<file path="src/rtl/if_id_stage_reg.sv">
// IF/ID pipeline register with valid/ready handshakes on both sides.
// Define IF_ID_SKID_EN for a two-entry skid buffer with registered in_ready; default is a single entry.
module if_id_stage_reg #(
    parameter int unsigned        ADDR_W    = 64,
    parameter int unsigned        INSTR_W   = 32,
    parameter logic [INSTR_W-1:0] NOP_INSTR = 32'h00000013
) (
    input  logic               clk,
    input  logic               rst_n,
    input  logic               in_valid,
    output logic               in_ready,
    input  logic [INSTR_W-1:0] in_instruction,
    input  logic [ADDR_W-1:0]  in_address,
    input  logic               flush,
    output logic               out_valid,
    input  logic               out_ready,
    output logic [INSTR_W-1:0] out_instruction,
    output logic [ADDR_W-1:0]  out_address,
    output logic [ADDR_W-1:0]  out_pc_plus4
);

    typedef enum logic [1:0] {
        EMPTY = 2'd0,
        ONE   = 2'd1,
        TWO   = 2'd2
    } state_t;

    state_t             r_state;
    state_t             w_state_nxt;
    logic               w_in_fire;
    logic               w_out_fire;
    logic               w_out_valid;
    logic               w_load_head;
    logic [INSTR_W-1:0] r_head_instr;
    logic [ADDR_W-1:0]  r_head_addr;

    assign w_out_valid = (r_state != EMPTY);
    assign w_out_fire  = w_out_valid & out_ready;
    assign w_in_fire   = in_valid & in_ready;

    always_ff @(posedge clk or negedge rst_n) begin
        if (!rst_n) begin
            r_state <= EMPTY;
        end else begin
            r_state <= w_state_nxt;
        end
    end

`ifdef IF_ID_SKID_EN

    logic               w_load_tail;
    logic               w_promote;
    logic               r_can_accept;
    logic [INSTR_W-1:0] r_tail_instr;
    logic [ADDR_W-1:0]  r_tail_addr;

    // Registered accept flag tracks the next state so in_ready never sees out_ready.
    always_ff @(posedge clk or negedge rst_n) begin
        if (!rst_n) begin
            r_can_accept <= 1'b1;
        end else begin
            r_can_accept <= (w_state_nxt != TWO);
        end
    end

    assign in_ready = rst_n & r_can_accept;

    always_comb begin
        w_state_nxt = r_state;
        w_load_head = 1'b0;
        w_load_tail = 1'b0;
        w_promote   = 1'b0;
        if (flush) begin
            w_state_nxt = EMPTY;
        end else begin
            case (r_state)
                EMPTY: begin
                    if (w_in_fire) begin
                        w_state_nxt = ONE;
                        w_load_head = 1'b1;
                    end
                end
                ONE: begin
                    case ({w_in_fire, w_out_fire})
                        2'b10: begin
                            w_state_nxt = TWO;
                            w_load_tail = 1'b1;
                        end
                        2'b01: w_state_nxt = EMPTY;
                        2'b11: w_load_head = 1'b1;
                        default: w_state_nxt = ONE;
                    endcase
                end
                TWO: begin
                    if (w_out_fire) begin
                        w_state_nxt = ONE;
                        w_promote   = 1'b1;
                    end
                end
                default: w_state_nxt = EMPTY;
            endcase
        end
    end

    always_ff @(posedge clk or negedge rst_n) begin
        if (!rst_n) begin
            r_head_instr <= NOP_INSTR;
            r_head_addr  <= '0;
            r_tail_instr <= NOP_INSTR;
            r_tail_addr  <= '0;
        end else begin
            if (w_load_head) begin
                r_head_instr <= in_instruction;
                r_head_addr  <= in_address;
            end else if (w_promote) begin
                r_head_instr <= r_tail_instr;
                r_head_addr  <= r_tail_addr;
            end
            if (w_load_tail) begin
                r_tail_instr <= in_instruction;
                r_tail_addr  <= in_address;
            end
        end
    end

`else

    // Simultaneous drain and fill overwrite the entry in place, so no bubble.
    assign in_ready = rst_n & (~w_out_valid | out_ready);

    always_comb begin
        w_state_nxt = r_state;
        w_load_head = 1'b0;
        if (flush) begin
            w_state_nxt = EMPTY;
        end else begin
            case (r_state)
                EMPTY: begin
                    if (w_in_fire) begin
                        w_state_nxt = ONE;
                        w_load_head = 1'b1;
                    end
                end
                ONE: begin
                    if (w_in_fire) begin
                        w_load_head = 1'b1;
                    end else if (w_out_fire) begin
                        w_state_nxt = EMPTY;
                    end
                end
                default: w_state_nxt = EMPTY;
            endcase
        end
    end

    always_ff @(posedge clk or negedge rst_n) begin
        if (!rst_n) begin
            r_head_instr <= NOP_INSTR;
            r_head_addr  <= '0;
        end else if (w_load_head) begin
            r_head_instr <= in_instruction;
            r_head_addr  <= in_address;
        end
    end

`endif

    assign out_valid       = w_out_valid;
    assign out_instruction = w_out_valid ? r_head_instr : NOP_INSTR;
    assign out_address     = r_head_addr;
    assign out_pc_plus4    = r_head_addr + ADDR_W'(4);

endmodule

</file>
<file path="config.mk">
export PLATFORM = sky130hd
export DESIGN_NAME = if_id_stage_reg
export DESIGN_NICKNAME = d
export VERILOG_FILES = /design/src/rtl/if_id_stage_reg.sv
export SDC_FILE = /design/constraint.sdc
export NUM_CORES = 1
export LEC_CHECK = 0
export BUFFER_PORTS_ARGS = -buffer_cell sky130_fd_sc_hd__buf_4
export CORE_MARGIN = 2
export CORE_UTILIZATION = 40
export CTS_CLUSTER_SIZE = 20
export DETAILED_ROUTE_END_ITERATION = 8
export HOLD_SLACK_MARGIN = 0.02
export PLACE_DENSITY = 0.74
export SLEW_MARGIN = 30
export SYNTH_ARGS = -nofsm -noshare
export SYNTH_HDL_FRONTEND = slang
export SYNTH_SLANG_ARGS = --single-unit
</file>
<file path="constraint.sdc">
create_clock -name clk -period 3.1 [get_ports clk]
set_input_delay 0.775 -clock clk [delete_from_list [all_inputs] [get_ports clk]]
set_output_delay 0.775 -clock clk [all_outputs]
set_load 0.01 [all_outputs]
</file>
# [Word level (Yosys, flattened, before mapping)]
# Index checks and enable logic that the tools add are counted.
[word_totals] regBits=98 output_inout_bits=162 word_cells=26
[classes] addsub=1 n_eq_ne=4 n_mux=9 bitwise=5 reduce_logical=4
[op_table] op="$add 64x3->64 const B" n=1
[op_table] op="$mux 32" n=1
[op_table] op="$ne 3x3->1 const B" n=3
[op_table] op="$mux 2" n=4
[op_table] op="$pmux 2 s2" n=1
[op_table] op="$and 1x1->1" n=3
[op_table] op="$mux 1" n=3
[op_table] op="$reduce_and 3->1" n=1
[op_table] op="$eq 2x1->1 const B" n=1
[op_table] op="$logic_not 2->1" n=1
[op_table] op="$reduce_bool 2->1" n=1
[op_table] op="$reduce_or 2->1" n=1
[op_table] op="$not 1->1" n=1
[op_table] op="$or 1x1->1" n=1

# [Logic depth before layout (Yosys ltp)]
[depth] ltp_word=8 mapped_depth=7

# [Least setup slack after synthesis]
# No wires, ideal clock.
[synth_timing] path_type="flip-flop to output port" from="register r_head_addr[2], in the netlist out_address[2]" to="output port out_pc_plus4[62]" arrival_time_ns=1.879 path_slack_ns=0.446 stages_incl_launch_ff=7 path_buffers=0 cell_sequence="dfrtp_1 ha_1 nand3_1 nor2_1 nand4_1 nor4_1 xor2_1"
[synth_between] elab_chain_len=1
[synth_lines] element="from (decl)" line_no="35" source="logic [ADDR_W-1:0] r_head_addr;"
[synth_lines] element="from (signal assigned)" line_no="162" source="r_head_addr <= in_address;"
[synth_lines] element="$add 64x3->64" line_no="171" source="assign out_pc_plus4 = r_head_addr + ADDR_W'(4);"
[synth_lines] element="to (decl)" line_no="19" source="output logic [ADDR_W-1:0] out_pc_plus4"
# Every way passes these cells.

# [Final worst setup path]
[layout_timing] from="register r_head_addr[4], in the netlist out_address[4]" to="output port out_pc_plus4[63]"
# Same word-level chain as after synthesis.

==> reports/qor.json <==
{
  "power": {
    "leakage_power_of_the_design_nw": 3.72,
    "power.share.clock_pct": 22.5,
    "power.net_switching_mw": 1.44,
    "power.internal_mw": 2.99,
    "power.share.sequential_pct": 41.9,
    "comb_power_share_pct": 35.6,
    "power.density_nw_per_um2": 559,
    "worst_ir_drop_vdd_mv": 0.458,
    "power.switching_fraction_pct": 32.6
  },
  "sta": {
    "final_max_slew_violation_count": 0,
    "fmax_ghz": 0.328,
    "final_critical_delay_including_setup_and_external_delays_ps": 3050,
    "maxSlewHeadroom_pct": 46.2,
    "worst_slack_ps": 51.5,
    "finalHoldViolCount": 0,
    "report.final.setup_viol": 0,
    "period_share_pct": 98.3,
    "worst_slew_pin_slew_ps": 808,
    "whs_ps": 498,
    "rsz_0062_raised_after_global_routing": "true",
    "clock_skew_ps": 8.46
  },
  "global_routing": {
    "grt_antenna_before_repair": 0,
    "groute.layer.met3.usage_pct": 6.49,
    "overflow": 0,
    "global_route.peak_usage_layer": "met2",
    "first_global_vias": 4436,
    "track_usage_pct": 21.6,
    "gr_layer_usage_met1_pct": 24.7,
    "grt_util_met2_pct": 37.5,
    "grt_pass1_wl_um": 22500,
    "grt_max_degree": 65
  },
  "min_path": {
    "worst_hold_startpoint": "r_head_instr[17]$_DFFE_PN0P_",
    "hold_path.class": "flop to flop"
  },
  "clock_network": {
    "cts_made_buffers": 9,
    "cts_tree": "built",
    "clk_pin_slew_ps": 60,
    "cts-root-to-sink-buffers": 2,
    "cts_hold_buffers": 0,
    "worstSkewPairLatency_ps": 340,
    "clock-root-buffer": "clkbuf_16",
    "clock_sink_count": 97,
    "cts_htree_levels": 3
  },
  "place": {
    "port_buffers": 262,
    "place_ws_ps": 25.5,
    "routabilityCongestion": 0.924,
    "placedInstanceArea_um2": 7350,
    "placed_cells": 873,
    "place.detailed.hpwl_um": 11600
  },
  "synth": {
    "ys_ff_latch": 97,
    "synthDominantCellAreaShare_pct": 46.1,
    "synth_warn": 0,
    "yosysTopAreaCell": "dfrtp_1",
    "synth.top_cells.by_area": "dfrtp_1 (46%), mux2_2 (21%), xnor2_1 (5.2%)",
    "synth.lib_cells_used.distinct": 32,
    "net_count_after_synthesis": 541,
    "summed_instance_area_of_the_synthesized_netlist_um2": 5100,
    "post_synth.cell_area_avg_um2": 11.6,
    "netlist_instances": 439,
    "sequential_to_total_area_share_from_yosys_stat_pct": 47.7
  },
  "floorplanning": {
    "chipHeight_um": 117,
    "floorplan.initialDensity_pct": 40.7,
    "count_of_standard_cell_rows": 41,
    "pin_count": 263,
    "chipWidth_um": 117,
    "coreArea_um2": 12500,
    "die_area_um2": 13700
  },
  "setup_path": {
    "worstSetupEndpointType": "output pin",
    "critPathMaxStageDelay_ps": 440,
    "critical-path-slowest-cell": "dfrtp_2",
    "kind_of_start_point_of_the_critical_path": "flop",
    "critical_path.max_fanout": 7,
    "worst-endpoint-arrival_ps": 2270,
    "worstSetupPathType": "flop to output pin",
    "critical-path-top-cell-by-count": "buf_4",
    "critical_path.cell_chain": "nand4_1 -> nor4_4 -> buf_4 -> nand3_4 -> nor3_2 -> xor2_1 -> buf_4",
    "reg2reg_from": "r_state[0]$_DFFE_PN0P_",
    "setup.worst_path.start": "out_address[4]$_DFFE_PN0P_",
    "worst_ep_required_time_ps": 2320,
    "reg2reg_setup_slack_ps": 1120
  },
  "drt": {
    "drt-wirelength-per-cell_um": 17.1,
    "detailedRoute.firstPassIterationCount": 4,
    "first_iter_violations": 294,
    "drtAntennaViolNets": 0,
    "routed_via_count": 4545,
    "post_drt_via_cell_ratio": 5.03,
    "drcViolationCount": 0,
    "wirelength_um": 15400
  },
  "finish": {
    "stdcell_area_um2": 7940,
    "final_core_utilization_pct": 63.5,
    "layout.cells.most_common": "buf_4",
    "layout_common_cells": "buf_4 (289), mux2_2 (96), dfrtp_1 (76)",
    "num_antenna_cells": 0,
    "finalNonFillerCells": 903,
    "post_route_cells_drive_above_1_share_pct": 62.7,
    "area_growth_syn_to_layout_pct": 55.8,
    "design.final.nets": 828
  },
  "flow_run": {
    "max-cap-violations": 0
  },
  "status": {
    "status": "completed"
  }
}
-- power groups by stage --
stage	Clock, mW	Combinational, mW	Sequential [mW]
3_3_place_gp	0	1.50	1.83
6_report	0.998	1.58	1.86
5_1_grt	1.11	1.69	1.90
4_1_cts	1.03	1.55	1.84
2_1_floorplan	0	0.605	1.87
3_5_place_dp	0	1.52	1.86
-- cell families (layout without fill, tap and decap cells) --
| family | count (synthesis) | count (layout) | share of synthesized area, % |
|---|---|---|---|
| xor+xnor | 60 | 60 | 10.3 |
| simple gates | 158 | 158 | 18.1 |
| compound gates | 1 | 1 | 0.0981 |
| flops | 97 | 97 | 47.7 |
| fa+ha+maj | 1 | 1 | 0.245 |
| mux | 96 | 96 | 21.2 |
| buf+inv | 26 | 318 | 2.33 |
-- routing by layer --
layer	wire, um	share of wire (%)
met5	0	0
met1	5700	37
met3	1450	9.4
met4	316	2.0
met2	7980	52
-- sequential cells by signal, summed over array words and instances, names as in the netlist --
name,count
r_state,1
out_address,64
r_head_instr,32
-- worst max-delay path: cells and delay by family, from the launching register on --
kind          cells  cell delay (ps)
simple gates      4              960
buf+inv           2              330
xor+xnor          1              190
flops             1              440
-- stage by stage --
| step | TNS (ps) | power, mW |
|---|---|---|
| 3_5_place_dp | 0 | 3.37 |
| 3_3_place_gp | 0 | 3.33 |
| 2_1_floorplan | 0 | 2.48 |
| 5_1_grt | -426 | 4.70 |
| 4_1_cts | 0 | 4.42 |
| 6_report | 0 | 4.44 |
-- Yosys cell counts --
library cell / instances
dfstp_2: 3
mux2_2: 96
nor3_1: 15
nor3b_1: 1
buf_4: 2
o21ai_0: 1
clkbuf_2: 1
nand4_4: 2
nand3b_1: 1
nor2_1: 19
nand4_1: 14
buf_2: 4
nor4_4: 1
dfrtp_1: 94
xor2_1: 30
buf_6: 1
inv_1: 9
nand2_1: 24
nor4_1: 6
nor3_2: 1
ha_1: 1
nand3_1: 26
clkbuf_1: 9
and3b_1: 1
nor4_2: 3
nand3_2: 1
xnor2_1: 30
and4_1: 2
and3_1: 5
and2_1: 30
nand4_2: 2
nand2b_1: 4
-- worst paths after layout --
| kind | to | depth (start not counted) |
|---|---|---|
| setup / recovery | out_pc_plus4[63] | 7 |
| hold / removal | r_head_instr[17]$_DFFE_PN0P_ | 1 |
| setup reg to reg | out_address[37]$_DFFE_PN0P_ | 5 |
| hold reg to reg | r_head_instr[17]$_DFFE_PN0P_ | 1 |
| max in group asynchronous | out_address[5]$_DFFE_PN0P_ | 3 |
| min in group asynchronous | out_address[50]$_DFFE_PN0P_ | 2 |
-- final cells by class --
| type | count | area [um2] |
|---|---|---|
| Timing Repair Buffer | 293 | 2230 |
| Multi-Input combinational cell | 316 | 2750 |
| Clock buffer | 13 | 240 |
| Tap cell | 172 | 215 |
| Clock inverter | 3 | 17.5 |
| Inverter | 9 | 33.8 |
| Sequential cell | 97 | 2450 |
| Fill cell | 1052 | 4570 |
-- repair_timing --
item | 4_1_cts | 5_1_grt
buffers inserted | 6 | 8
pin swaps | 3 | 7
resized for setup | 18 | 39
setup endpoints to repair | 20 | 27
(Power assumes the default switching activity.)
